--- src/rtl/servo_pwm_pkg.sv ---
// servo_pwm_pkg: shared defaults and helpers for the multi-channel servo PWM.
// Slew limiting is enabled by defining SERVO_PWM_SLEW_EN.
`timescale 1ns/1ps
package servo_pwm_pkg;

  localparam int CNT_W_DEF     = 20;
  localparam int PERIOD_DEF    = 1_000_000;
  localparam int SLEW_STEP_DEF = 500;

  function automatic int ch_idx_w(input int ch);
    return (ch > 1) ? $clog2(ch) : 1;
  endfunction

endpackage

--- src/rtl/servo_pwm_ch.sv ---
// servo_pwm_ch: one PWM channel with target/active duty and enable latch.
// SERVO_PWM_SLEW_EN ramps active toward target by at most SLEW_STEP.
`timescale 1ns/1ps
module servo_pwm_ch #(
  parameter int CNT_W = 20
`ifdef SERVO_PWM_SLEW_EN
  , parameter int SLEW_STEP = 500
`endif
) (
  input  logic             clk,
  input  logic             rst_n,
  input  logic             i_bnd,
  input  logic             i_we,
  input  logic [CNT_W-1:0] i_duty,
  input  logic             i_en,
  input  logic [CNT_W-1:0] i_cnt,
  output logic             o_pwm
);

  logic [CNT_W-1:0] r_tgt;
  logic [CNT_W-1:0] r_act;
  logic             r_en;
  logic             r_pwm;
  logic [CNT_W-1:0] w_nxt;

`ifdef SERVO_PWM_SLEW_EN
  localparam logic [CNT_W:0] STEP = (CNT_W+1)'(SLEW_STEP);

  logic [CNT_W:0] w_t;
  logic [CNT_W:0] w_a;
  logic [CNT_W:0] w_d;
  logic [CNT_W:0] w_s;
  logic           w_up;

  // One extra bit keeps the difference and the sum free of wrap.
  always_comb begin
    w_t   = {1'b0, r_tgt};
    w_a   = {1'b0, r_act};
    w_up  = w_t > w_a;
    w_d   = w_up ? (w_t - w_a) : (w_a - w_t);
    w_s   = (w_d > STEP) ? STEP : w_d;
    w_nxt = w_up ? CNT_W'(w_a + w_s)
                 : CNT_W'(w_a - w_s);
  end
`else
  assign w_nxt = r_tgt;
`endif

  always_ff @(posedge clk or negedge rst_n) begin
    if (!rst_n) begin
      r_tgt <= '0;
      r_act <= '0;
      r_en  <= 1'b0;
      r_pwm <= 1'b0;
    end else begin
      if (i_we)
        r_tgt <= i_duty;
      if (i_bnd) begin
        r_act <= w_nxt;
        r_en  <= i_en;
      end
      r_pwm <= r_en && (i_cnt < r_act);
    end
  end

  assign o_pwm = r_pwm;

endmodule

--- src/rtl/servo_pwm_multi.sv ---
// servo_pwm_multi: CH servo PWM outputs sharing one period counter.
// Define SERVO_PWM_SLEW_EN to slew-limit duty changes per period.
`timescale 1ns/1ps
module servo_pwm_multi
  import servo_pwm_pkg::*;
#(
  parameter int CH        = 4,
  parameter int CNT_W     = CNT_W_DEF,
  parameter int PERIOD    = PERIOD_DEF,
  parameter int SLEW_STEP = SLEW_STEP_DEF
) (
  input  logic                    clk,
  input  logic                    rst_n,
  input  logic                    wr_valid,
  output logic                    wr_ready,
  input  logic [ch_idx_w(CH)-1:0] wr_ch,
  input  logic [CNT_W-1:0]        wr_duty,
  input  logic [CH-1:0]           ch_en,
  output logic [CH-1:0]           pwm_wave,
  output logic                    period_start
);

  localparam int IW = ch_idx_w(CH);
  localparam logic [CNT_W-1:0] LAST = CNT_W'(PERIOD - 1);

  if (CH < 1 || CH > 16 || PERIOD < 2 || SLEW_STEP < 0 ||
      longint'(PERIOD) > (longint'(1) << CNT_W)) begin : g_bad_cfg
    $error("servo_pwm_multi: parameter out of range");
  end

  logic [CNT_W-1:0] r_cnt;
  logic             r_rdy;
  logic             r_pstart;
  logic             w_bnd;
  logic             w_acc;
  logic [CH-1:0]    w_we;

  assign w_bnd    = (r_cnt == LAST);
  assign wr_ready = r_rdy && !w_bnd;
  assign w_acc    = wr_valid && wr_ready;

  always_ff @(posedge clk or negedge rst_n) begin
    if (!rst_n) begin
      r_cnt    <= '0;
      r_rdy    <= 1'b0;
      r_pstart <= 1'b0;
    end else begin
      r_cnt    <= w_bnd ? '0 : r_cnt + CNT_W'(1);
      r_rdy    <= 1'b1;
      r_pstart <= (r_cnt == '0);
    end
  end

  assign period_start = r_pstart;

  // Out-of-range channel indices match no channel, so the write is dropped.
  always_comb begin
    w_we = '0;
    for (int i = 0; i < CH; i++)
      w_we[i] = w_acc && (wr_ch == IW'(i));
  end

  for (genvar gi = 0; gi < CH; gi++) begin : g_ch
    servo_pwm_ch #(
      .CNT_W(CNT_W)
`ifdef SERVO_PWM_SLEW_EN
      , .SLEW_STEP(SLEW_STEP)
`endif
    ) u_ch (
      .clk   (clk),
      .rst_n (rst_n),
      .i_bnd (w_bnd),
      .i_we  (w_we[gi]),
      .i_duty(wr_duty),
      .i_en  (ch_en[gi]),
      .i_cnt (r_cnt),
      .o_pwm (pwm_wave[gi])
    );
  end

endmodule

--- config.mk ---
export PLATFORM = sky130hd
export DESIGN_NAME = servo_pwm_multi
export DESIGN_NICKNAME = d
export VERILOG_FILES = /design/src/rtl/servo_pwm_pkg.sv /design/src/rtl/servo_pwm_ch.sv /design/src/rtl/servo_pwm_multi.sv
export SDC_FILE = /design/constraint.sdc
export NUM_CORES = 1
export LEC_CHECK = 0
export ABC_AREA = 0
export CORE_UTILIZATION = 66
export CTS_CLUSTER_DIAMETER = 30
export DETAILED_ROUTE_END_ITERATION = 16
export MAX_ROUTING_LAYER = met4
export PLACE_DENSITY_LB_ADDON = 0.05
export SYNTH_ARGS = -nofsm -noshare
export SYNTH_HDL_FRONTEND = slang
export SYNTH_SLANG_ARGS = --single-unit
--- constraint.sdc ---
create_clock -name clk -period 4.2 [get_ports clk]
set_input_delay 0.42 -clock clk [delete_from_list [all_inputs] [get_ports clk]]
set_output_delay 0.42 -clock clk [all_outputs]
set_load 0.1 [all_outputs]
## After elaboration in Yosys (flattened, before gate mapping)

Cells that the tools add are included.

| word-level totals | value |
|---|---|
| word-level logic and storage cells | 42 |
| bits in registers | 190 |
| output and inout port bits | 6 |
| bits in writable memories | 0 |
| input bits | 29 |
| memory bits (read-only) | 0 |
| memories kept | 0 |
| latch bits | 0 |

| cells by class | value |
|---|---|
| multiply operators | 0 |
| eq/ne operators | 4 |
| bitwise operators | 0 |
| muxes and demuxes | 1 |
| add/subtract/negate cells | 1 |
| shifts and indexed selects | 0 |
| reductions and logical operators | 13 |
| order comparisons | 4 |
| divide/modulo/power cells | 0 |

Operator list:

| cell | number |
|---|---|
| less-than comparator 20 bit | 4 |
| adder 20 x 1 -> 20 bit (second input constant) | 1 |
| == test 20 bit (second input constant) | 1 |
| zero test 20 bit | 1 |
| 2-to-1 mux 20 bit | 1 |
| logical AND 1 bit | 10 |
| == test 2 bit (second input constant) | 2 |
| == test 2 x 1 -> 1 bit (second input constant) | 1 |
| zero test 2 bit | 1 |
| zero test 1 bit | 1 |

## Longest topological paths before layout

Gate-level depths: netlist of the first run.

| depth | value |
|---|---|
| depth after elaboration | 5 |
| mapped depth | 9 |
| gate-level depth less buffers | 7 |

## Modules after synthesis

Synthesis of the first run repeated with hierarchy kept, for this count alone.

| unflattened totals | value |
|---|---|
| cell total of the unflattened synthesis | 805 |
| area, all modules | 8,959.8 um2 |

By module, submodules not included:

| module | area each (um2) | times used | seq. area each (um2) | cells an instance |
|---|---|---|---|---|
| servo_pwm_ch (g_ch[0].u_ch ...) | 1,960.6 | 3 | 1,051.0 | 174 |
| servo_pwm_ch (g_ch[2].u_ch) | 1,974.4 | 1 | 1,051.0 | 178 |
| servo_pwm_multi | 1,103.6 | 1 | 550.5 | 105 |

## Worst setup path after synthesis of the first run

No wires, ideal clock.

| path | value |
|---|---|
| path type | flip-flop to output port |
| from | register r_cnt[12] |
| to | output port wr_ready |
| path slack | 2.030 ns |
| data arrival time | 1.750 ns |
| required time | 3.780 ns |
| cell stages (with the launch flop) | 5 |
| buffers on the path | 0 |
| path through | dfrtp_1 > or4_4 > nor2_4 > nand3_1 > and2_1 |

| between the ends | value |
|---|---|
| word-level cells in the longest chain between the ends | 3 |

Ends and longest elaborated chain:

| what | line | source |
|---|---|---|
| start: declaration | servo_pwm_multi.sv:31 | `logic [CNT_W-1:0] r_cnt;` |
| start signal: assignment | servo_pwm_multi.sv:48 | `r_cnt <= w_bnd ? '0 : r_cnt + CNT_W'(1);` |
| == test 20 bit | servo_pwm_multi.sv:38 | `assign w_bnd = (r_cnt == LAST);` |
| zero test 1 bit | servo_pwm_multi.sv:39 | `assign wr_ready = r_rdy && !w_bnd;` |
| logical AND 1 bit | servo_pwm_multi.sv:39 |  |
| end: declaration | servo_pwm_multi.sv:15 | `output logic wr_ready,` |

Every way passes these cells.

## Worst setup path after layout of the first run

Ends and elaborated chain as after synthesis.

==> results.yml, run 1 <==
synthesis:
  synthArstFlopShare_pct: 100
  synthMuxAreaShare_pct: 12.9
  yosys.area_share.simple_pct: 10.8
  synth-seq-cells: 190
  yosys_warnings: 0
  synth-adder-area-share_pct: 10.4
  synth_compound_area_share_pct: 7.93
  syn-num-nets: 931
  synth-xor-area-share_pct: 1.31
  synth_edf_count: 0
  synth_cell_types: 40
  netlist_area_mm2: 0.00935
  ys.flop_type: "dfrtp_1"
  avgSynthCellArea_um2: 11.3
  synth_top_family_by_area: "multiplexers"
  netlist_instances: 824
  synth_seq_area_share_pct: 50.9
worst_setup_path:
  path_max_fanout: 12
  cp.arrival_ns: 3.39
  endpoint_kind: "output pin"
  path_class: "register to output pin"
  start_kind: "register"
  worstPathRequired_ns: 3.78
routing:
  drt_wl_total_mm: 19.3
  firstDrtPassIters: 4
  routedWlPerCell_um: 18.5
  viasPerCell: 5.81
  num_vias: 6049
  drt_iter0_drc: 424
  drc: 0
  drtAntennaViolNets: 0
die:
  initial_core_util_pct: 67.6
  num_rows: 43
  die_w_um: 121
  die-area_mm2: 0.0146
  die_y_um: 121
  io_pins: 35
  core_mm2: 0.0138
global_route:
  track_usage_pct: 29.6
  grt_max_degree: 127
  grt.overflow.total: 0
  grt_first_pass_wirelength_mm: 31.8
  grt_antenna_before_repair: 0
  grt_pass1_vias: 6202
cts:
  cts_setup_buffers: 0
  clockRootBuffer: "clkbuf_16"
  cts.path.max_buffers: 2
  clkLatencyLatePin_ns: 0.44
  clk_pin_slew_worst_paths_ns: 0.07
  cts_tree: "yes"
  ctsHoldBuffers: 0
  cts.sink_count: 190
  cts_made_buffers: 17
  cts_max_level: 4
  ctsResizeCount: 0
finish:
  syn_to_final_growth_pct: 10.4
  num_antenna_cells: 0
  mostFrequentLayoutCells: "dfrtp_1 (190), nand2_1 (120), o21ai_0 (88), mux2_4 (80)"
  multi_input_area_mm2: 0.00410
  final_common_cell: "dfrtp_1"
  fin_util_pct: 74.6
  instances_no_fill: 1042
  nNetsFinal: 957
  n_fill_cell: 919
  drive_gt1_share_pct: 14.3
  register_area_mm2: 0.00475
timing:
  setup_tns_ns: 0
  slew_headroom_pct: 18.0
  rsz0062_at_grt: "no"
  max_freq_mhz: 263
  hold_violations: 0
  finalCritPeriodShare_pct: 90.6
  worst_pin_slew_ns: 1.22
  period_needed_ns: 3.81
  setup_viol: 0
  slew_violations: 0
  finClkSkew_ns: 0.00956
job:
  max_cap_viol_count: 0
status:
  status: "completed"
worst_hold_path:
  hold_path.class: "input pin to asynchronous set/reset pin"
pwr:
  power.density_mw_per_mm2: 390
  vdd_drop_max_mv: 0.376
  leakagePower_nw: 4.73
placement:
  hpwl_mm: 12.8
  gp_routability_congestion: 0.894
  portBuffers: 34
  place_inst: 1011
[layer usage]
layer / up-vias / global-route usage (%) / part of all wire (%)
li1: 2873 / - / -
met3: 38 / 6.06 / 3.6
met5: - / - / 0
met4: 0 / 11.7 / 2.4
met2: 137 / 47.1 / 49
met1: 3001 / 37.4 / 45
[flip-flops by register name, summed over array words and instances, names as in the netlist]
name,count
g_ch.u_ch.r_act,80
g_ch.u_ch.r_tgt,80
g_ch.u_ch.o_pwm,4
period_start,1
r_cnt,20
g_ch.u_ch.r_en,4
r_rdy,1
[synthesized netlist by cell type (all sizes together) (3+ instances only)]
cell type    n  area (um2)
xnor2        8        70.1
dfrtp      190        4750
nand3       24         120
o21ai       88         440
nor3         7        40.0
ha          78         976
a211oi       8        60.1
nand2      120         450
nor4         5        37.5
inv         78         293
buf         29         226
a221oi       3        26.3
nor2b        4        25.0
nor4b        3        38.8
nand3b       4        30.0
a21oi       24         120
nand4       13        81.3
and3         4        25.0
nor2        21        86.3
mux2        80        1200
xor2         6        52.6
o211ai       4        30.0
clkbuf       4        15.0
and4         4        35.0
[kinds of logic after synthesis]
kind of cell               count (synthesis)
AOI/OAI and AO/OA                        135
xor gates and xnor gates                  14
adders and majority gates                 78
muxes                                     80
other                                      1
and+or+nand+nor                          215
buffers and inverters                    111
DFF                                      190
[per-stage QoR]
| stage | power, W | hold slack [ns] | instance area [um2] | worst slack [ns] |
|---|---|---|---|---|
| floorplan | 0.00237 | 0.124 | 9350 | 2.03 |
| global placement | 0.00248 | 0.464 | 9770 | 0.941 |
| detailed placement | 0.00250 | 0.465 | 9770 | 0.885 |
| CTS | 0.00405 | 0.164 | 10300 | 0.406 |
| global route | 0.00415 | 0.190 | 10300 | 0.282 |
| finish | 0.00403 | 0.0972 | 10300 | 0.395 |
[worst max-delay path, cell delays in order (launching register included)]
cell and delay (ns):
dfrtp_1 0.52, or4_4 0.60, nor2_4 0.16, nand3_1 0.38
and2_1 0.32, clkdlybuf4s50_1 0.97
[area by class of cell]
class                           instances  share of cell area [%]
Sequential cell                       190                    46.1
Multi-Input combinational cell        523                    39.7
Clock buffer                           20                    4.33
Timing Repair Buffer                   40                    3.87
Inverter                               78                    2.84
Tap cell                              180                    2.18
Clock inverter                         11                    1.04
[path summary, 6_finish.rpt]
| kind | from | endpoint | slack (ns) | depth (start not counted) |
|---|---|---|---|---|
| max in group asynchronous | rst_n | g_ch[0].u_ch.r_act[5] | 3.15 | 2 |
| setup reg to reg | r_cnt[1] | g_ch[1].u_ch.r_tgt[13] | 0.98 | 7 |
| hold reg to reg | g_ch[0].u_ch.r_tgt[19] | g_ch[0].u_ch.r_act[19] | 0.48 | 2 |
| min in group clk | g_ch[0].u_ch.r_tgt[19] | g_ch[0].u_ch.r_act[19] | 0.48 | 2 |
| setup / recovery | r_cnt[12] | wr_ready | 0.39 | 5 |
| hold / removal | rst_n | g_ch[3].u_ch.r_tgt[12] | 0.1 | 1 |
[power breakdown]
group          internal, W  switching (W)  total [W]
Combinational     0.000254       0.000116   0.000370
Sequential         0.00200       0.000104    0.00210
Clock             0.000836       0.000716    0.00155
Total              0.00309       0.000937    0.00403
(Power assumes the default switching activity.)
==> inputs of run 2 (changes only) <==
--- a/config.mk
+++ b/config.mk
@@ -11,6 +11,8 @@
 export DETAILED_ROUTE_END_ITERATION = 16
 export MAX_ROUTING_LAYER = met4
 export PLACE_DENSITY_LB_ADDON = 0.05
+export SKIP_LAST_GASP = 1
 export SYNTH_ARGS = -nofsm -noshare
 export SYNTH_HDL_FRONTEND = slang
+export SYNTH_HIERARCHICAL = 1
 export SYNTH_SLANG_ARGS = --single-unit
==> run 2 against run 1 <==
- count of clock-buffer cells in the layout is 2 lower
- non-clock buffer count is 3 higher
- die area is 4.1% lower
- hold slack better by 0.020 ns
- first-iteration DRC count is 14% higher
- combinational power is 28% lower
- total power is 0.26% lower
- critical path depth is 1 higher
- register-to-register slack better by 0.26 ns
==> results.yml, run 2 <==
status:
  status: "completed"
cts:
  cts.sink_count: 190
  ctsResizeCount: 0
  cts_tree: "yes"
  ctsHoldBuffers: 0
  cts.path.max_buffers: 2
  clk_pin_slew_worst_paths_ns: 0.07
  clkLatencyLatePin_ns: 0.44
  cts_max_level: 4
  cts_setup_buffers: 0
  clockRootBuffer: "clkbuf_16"
  cts_made_buffers: 17
worst_setup_path:
  r2r-end: "g_ch[3].u_ch/r_tgt[13]"
  endpoint_kind: "output pin"
  cp.arrival_ns: 2.94
  r2r_slack_ns: 1.24
  cp_slowest_cell: "nor4_4"
  crit_family: "simple AND/OR/NAND/NOR gates"
  worstPathRequired_ns: 3.78
  path_max_fanout: 16
  worstRegToRegCells: 7
  max_stage_delay_ns: 0.89
  path_class: "register to output pin"
  crit_buf_inv: 1
  start_kind: "register"
  path_cells: "ha_1, nand3_2, or2_1, nor4_4, nor2b_1, buf_4"
  timing.rr.start: "r_cnt[1]"
synthesis:
  syn-num-nets: 912
  avgSynthCellArea_um2: 11.1
  ys.flop_type: "dfrtp_1"
  synthArstFlopShare_pct: 100
  netlist_area_mm2: 0.00896
  synth_seq_area_share_pct: 53.1
  ys_top_cells_by_count: "dfrtp_1 (190), nand2_1 (102), mux2_2 (87)"
  synth_edf_count: 0
  synthMuxAreaShare_pct: 11.0
  yosys-top-cells-area: "dfrtp_1 (53%), mux2_2 (11%), ha_1 (11%)"
  synth-adder-area-share_pct: 10.9
  yosys.area_share.simple_pct: 10.5
  synth-xor-area-share_pct: 1.47
  synth_compound_area_share_pct: 8.39
  synth_cell_types: 42
  synth-seq-cells: 190
  synth_top_area_share_pct: 53.1
  netlist_instances: 805
  synth_top_family_by_area: "multiplexers"
  synth_most_common_cell: "dfrtp_1"
  yosys_warnings: 6
  yosys.area.top_type: "dfrtp_1"
timing:
  hold_violations: 0
  worst_pin_slew_ns: 1.00
  max_freq_mhz: 297
  setup_viol: 0
  rsz0062_at_grt: "no"
  setup_tns_ns: 0
  period_needed_ns: 3.36
  slew_violations: 0
  slew_headroom_pct: 32.7
  finalCritPeriodShare_pct: 80.1
  finClkSkew_ns: 0.0101
finish:
  drive_gt1_share_pct: 16.3
  fin_util_pct: 76.7
  nNetsFinal: 949
  largestRegisters: "g_ch.u_ch/r_act x80, g_ch.u_ch/r_tgt x80, r_cnt x20"
  num_antenna_cells: 0
  syn_to_final_growth_pct: 13.3
  mostFrequentLayoutCells: "dfrtp_1 (190), nand2_1 (102), mux2_2 (87), inv_1 (82), o21ai_0 (82)"
  final_common_cell: "dfrtp_1"
pwr:
  power_frac_comb_pct: 6.6
  vdd_drop_max_mv: 0.472
  power.density_mw_per_mm2: 395
  p_sw_w: 0.000943
  sequentialPowerShare_pct: 52.0
  leakagePower_nw: 4.69
  swShare_pct: 23.5
  clock_power_share_pct: 41.3
  p_int_w: 0.00307
routing:
  routedWlPerCell_um: 18.8
  viasPerCell: 5.89
  drtAntennaViolNets: 0
  firstDrtPassIters: 5
  drt_wl_total_mm: 19.4
  drc: 0
  drt_iter0_drc: 482
  num_vias: 6068
global_route:
  grt_max_degree: 116
  grt_pass1_vias: 6146
  grt_first_pass_wirelength_mm: 31.8
  grt_antenna_before_repair: 0
  grt.overflow.total: 0
  track_usage_pct: 30.9
die:
  num_rows: 42
  initial_core_util_pct: 67.7
  core_mm2: 0.0132
  die_y_um: 119
  die_w_um: 119
  die-area_mm2: 0.0140
  io_pins: 35
placement:
  gp_routability_congestion: 0.889
  hpwl_mm: 13.4
  portBuffers: 34
worst_hold_path:
  hold_path.class: "input pin to asynchronous set/reset pin"
job:
  max_cap_viol_count: 0
==> run 2: layer usage <==
layer  vias to the layer above  track usage (%)  wire [um]
met5                         -                -          0
met4                         0             10.8        332
met3                        39             5.36        854
li1                       2855                -          -
met1                      3018             42.7       8950
met2                       156             46.6       9230
==> run 2: worst max path at each step <==
stage | startpoint | endpoint | slack (ns) | depth (start not counted)
floorplan | r_cnt[1] | g_ch[0].u_ch/r_en | 1.04 | 6
global placement | r_cnt[1] | g_ch[2].u_ch/r_tgt[13] | 1.36 | 7
detailed placement | r_cnt[1] | g_ch[2].u_ch/r_tgt[2] | 1.27 | 7
CTS | r_cnt[1] | wr_ready | 0.82 | 6
global route | r_cnt[1] | wr_ready | 0.60 | 6
finish | r_cnt[1] | wr_ready | 0.84 | 6
==> run 2: final cells by class <==
class	count	area [um2]
Tap cell	176	220
Clock buffer	18	439
Timing Repair Buffer	43	434
Fill cell	860	3090
Clock inverter	14	175
Inverter	82	308
Sequential cell	190	4750
Multi-Input combinational cell	508	3820
==> run 2: cells by family (layout without fill, tap and decap cells) <==
| logic type | count (synthesis) | count (layout) |
|---|---|---|
| flops | 190 | 190 |
| xor+xnor | 15 | 15 |
| simple gates | 192 | 192 |
| buf+inv | 107 | 157 |
| other cells | 1 | 1 |
| fa+ha+maj | 78 | 78 |
| mux | 88 | 88 |
| compound gates | 134 | 134 |
==> run 2: per-stage QoR <==
step           area, um2  total power [W]  setup slack, ns  instances  hold slack, ns
2_1_floorplan       8960          0.00226             1.04        805           0.124
3_3_place_gp        9540          0.00236             1.36        999           0.458
3_5_place_dp        9540          0.00239             1.27        999           0.462
4_1_cts            10200          0.00405            0.824       1031           0.142
5_1_grt            10200          0.00415            0.603       1031           0.188
6_report           10200          0.00402            0.837       1031           0.117
==> run 2: power by group through the flow <==
stage	Sequential (W)	Clock (W)	Combinational, W
2_1_floorplan	0.00209	0	0.000166
3_3_place_gp	0.00211	0	0.000253
3_5_place_dp	0.00212	0	0.000268
4_1_cts	0.00209	0.00169	0.000271
5_1_grt	0.00211	0.00175	0.000292
6_report	0.00209	0.00166	0.000267
==> inputs of run 3 (changes only) <==
--- a/config.mk
+++ b/config.mk
@@ -6,7 +6,7 @@
 export NUM_CORES = 1
 export LEC_CHECK = 0
 export ABC_AREA = 0
-export CORE_UTILIZATION = 66
+export CORE_UTILIZATION = 55
 export CTS_CLUSTER_DIAMETER = 30
 export DETAILED_ROUTE_END_ITERATION = 16
 export MAX_ROUTING_LAYER = met4
==> constraint.sdc (replaced) <==
create_clock -name clk -period 2.9 [get_ports clk]
set_input_delay 0.29 -clock clk [delete_from_list [all_inputs] [get_ports clk]]
set_output_delay 0.29 -clock clk [all_outputs]
set_load 0.1 [all_outputs]
==> run 3 against run 2 <==
- sequential cell count stayed put
- first-iteration DRC count is 10% lower
- register-to-register slack worse by 0.83 ns
- final cell count is 5.3% higher
- sequential power is 44% higher
- cell area is 1.8% higher
- highest routed layer unchanged
==> results.yml, run 3 (synthesis results as in run 2) <==
worst_setup_path:
  worstRegToRegCells: 8
  endpoint_kind: "output pin"
  path_max_fanout: 16
  path_class: "register to output pin"
  worstPathRequired_ns: 2.61
  cp.arrival_ns: 2.45
  start_kind: "register"
timing:
  hold_violations: 0
  setup_tns_ns: 0
  slew_violations: 0
  layout_setup_ws_ns: 0.165
  worst_pin_slew_ns: 0.665
  rsz0062_at_grt: "no"
  finClkSkew_ns: 0.0102
  period_needed_ns: 2.74
  setup_viol: 0
  slew_headroom_pct: 55.0
  finalCritPeriodShare_pct: 94.3
  max_freq_mhz: 366
placement:
  gp_routability_congestion: 0.831
  portBuffers: 34
  postPlaceCellArea_mm2: 0.00972
  place_ws_ns: 0.311
  hpwl_mm: 14.1
global_route:
  grtUsageMet2_pct: 43.4
  grt_antenna_before_repair: 0
  grt_pass1_vias: 5930
  grtUsageMet3_pct: 3.76
  grt.overflow.total: 0
  grt-busiest-layer: "met2"
  grt_first_pass_wirelength_mm: 32.0
  track_usage_pct: 26.7
  grtUsageMet1_pct: 34.3
  grt_max_degree: 73
pwr:
  p_total_w: 0.00578
  vdd_drop_max_mv: 0.452
  leakagePower_nw: 4.78
  power.density_mw_per_mm2: 559
cts:
  cts_setup_buffers: 0
  cts_made_buffers: 17
  clk_pin_slew_worst_paths_ns: 0.06
  cts_max_level: 4
  cts_tree: "yes"
  clockRootBuffer: "clkbuf_16"
  cts.path.max_buffers: 2
  clkLatencyLatePin_ns: 0.43
  cts.sink_count: 190
finish:
  final_area_mm2: 0.0103
  n_fill_cell: 1246
  largestRegisters: "g_ch.u_ch/r_act x80, g_ch.u_ch/r_tgt x80, r_cnt x20"
  nNetsFinal: 964
  final_common_cell: "dfrtp_1"
  mostFrequentLayoutCells: "dfrtp_1 (188), nand2_1 (102), mux2_2 (87), inv_1 (82), o21ai_0 (82)"
  num_antenna_cells: 0
  drive_gt1_share_pct: 18.0
  syn_to_final_growth_pct: 15.4
die:
  die-area_mm2: 0.0168
  io_pins: 35
  initial_core_util_pct: 56.4
  core_mm2: 0.0159
  num_rows: 46
  die_y_um: 130
  die_w_um: 130
routing:
  drc: 0
  routedWlPerCell_um: 18.3
  firstDrtPassIters: 6
  drtAntennaViolNets: 0
  drt_iter0_drc: 433
  num_vias: 6016
  drt_wl_total_mm: 19.9
  viasPerCell: 5.54
job:
  max_cap_viol_count: 0
worst_hold_path:
  hold_path.class: "input pin to asynchronous set/reset pin"
status:
  status: "completed"
run 3: cell count changes in the layout (fill, tap and decap cells not counted), moves of 2 or more:
cell	before	now
inv_8	2	0
clkinv_4	3	1
clkbuf_1	0	4
dfrtp_1	190	188
inv_6	4	1
buf_4	8	24
dfrtp_2	0	2
buf_12	2	4
clkinv_2	0	2
clkdlybuf4s50_1	32	27
run 3: path summary, 6_finish.rpt:
kind / from / end / slack, ns
min reg2reg: g_ch[3].u_ch/r_tgt[18] / g_ch[3].u_ch/r_act[18] / 0.47
max reg2reg: r_cnt[1] / g_ch[2].u_ch/r_act[13] / 0.41
min: rst_n / g_ch[2].u_ch/r_act[4] / 0.41
max: r_cnt[1] / wr_ready / 0.16
min in group clk: g_ch[3].u_ch/r_tgt[18] / g_ch[3].u_ch/r_act[18] / 0.47
max in group asynchronous: rst_n / g_ch[0].u_ch/r_tgt[18] / 1.63
run 3: layout make-up:
class                   count  area (um2)  area share (%)
inverters                  82         308            2.98
multi-input cells         508        3840            37.1
clock buffers              23         468            4.53
clock inverters             9         133            1.28
well taps                 216         270            2.61
flip-flops and latches    190        4760            46.0
repair buffers             58         566            5.47
run 3: layer usage:
layer  share of wire, %  vias up
met1                 46     3015
met2                 50      106
met5                  0        -
li1                   -     2874
met3                2.5       21
met4                2.0        0
run 3: worst max-delay path, stage by stage (launching register included):
cell and delay (ns):
dfrtp_2 0.46, ha_1 0.23, nand3_2 0.14, or2_1 0.37, nor4_4 0.29, buf_6 0.22, nor2b_1 0.12, buf_12 0.18
run 3: timing repair:
item | CTS | global route
setup endpoints to repair | 0 | 1
hold buffers | 1 | 0
endpoints found under the hold margin | 55 | 0
gates resized for setup | 0 | 4
run 3: per-stage QoR:
step                      cells  utilization (%)  hold WS, ns
after floorplan             805                -     -0.00559
after global placement     1053             61.2        0.306
after detailed placement   1053             61.2        0.311
after CTS                  1086             65.0        0.419
after global routing       1086             65.1        0.441
final                      1086             65.1        0.413
run 3: power breakdown:
group / total, W / switching (W) / internal, W
registers: 0.00302 / 0.000128 / 0.00290
logic: 0.000395 / 0.000164 / 0.000231
clock network: 0.00236 / 0.000961 / 0.00140
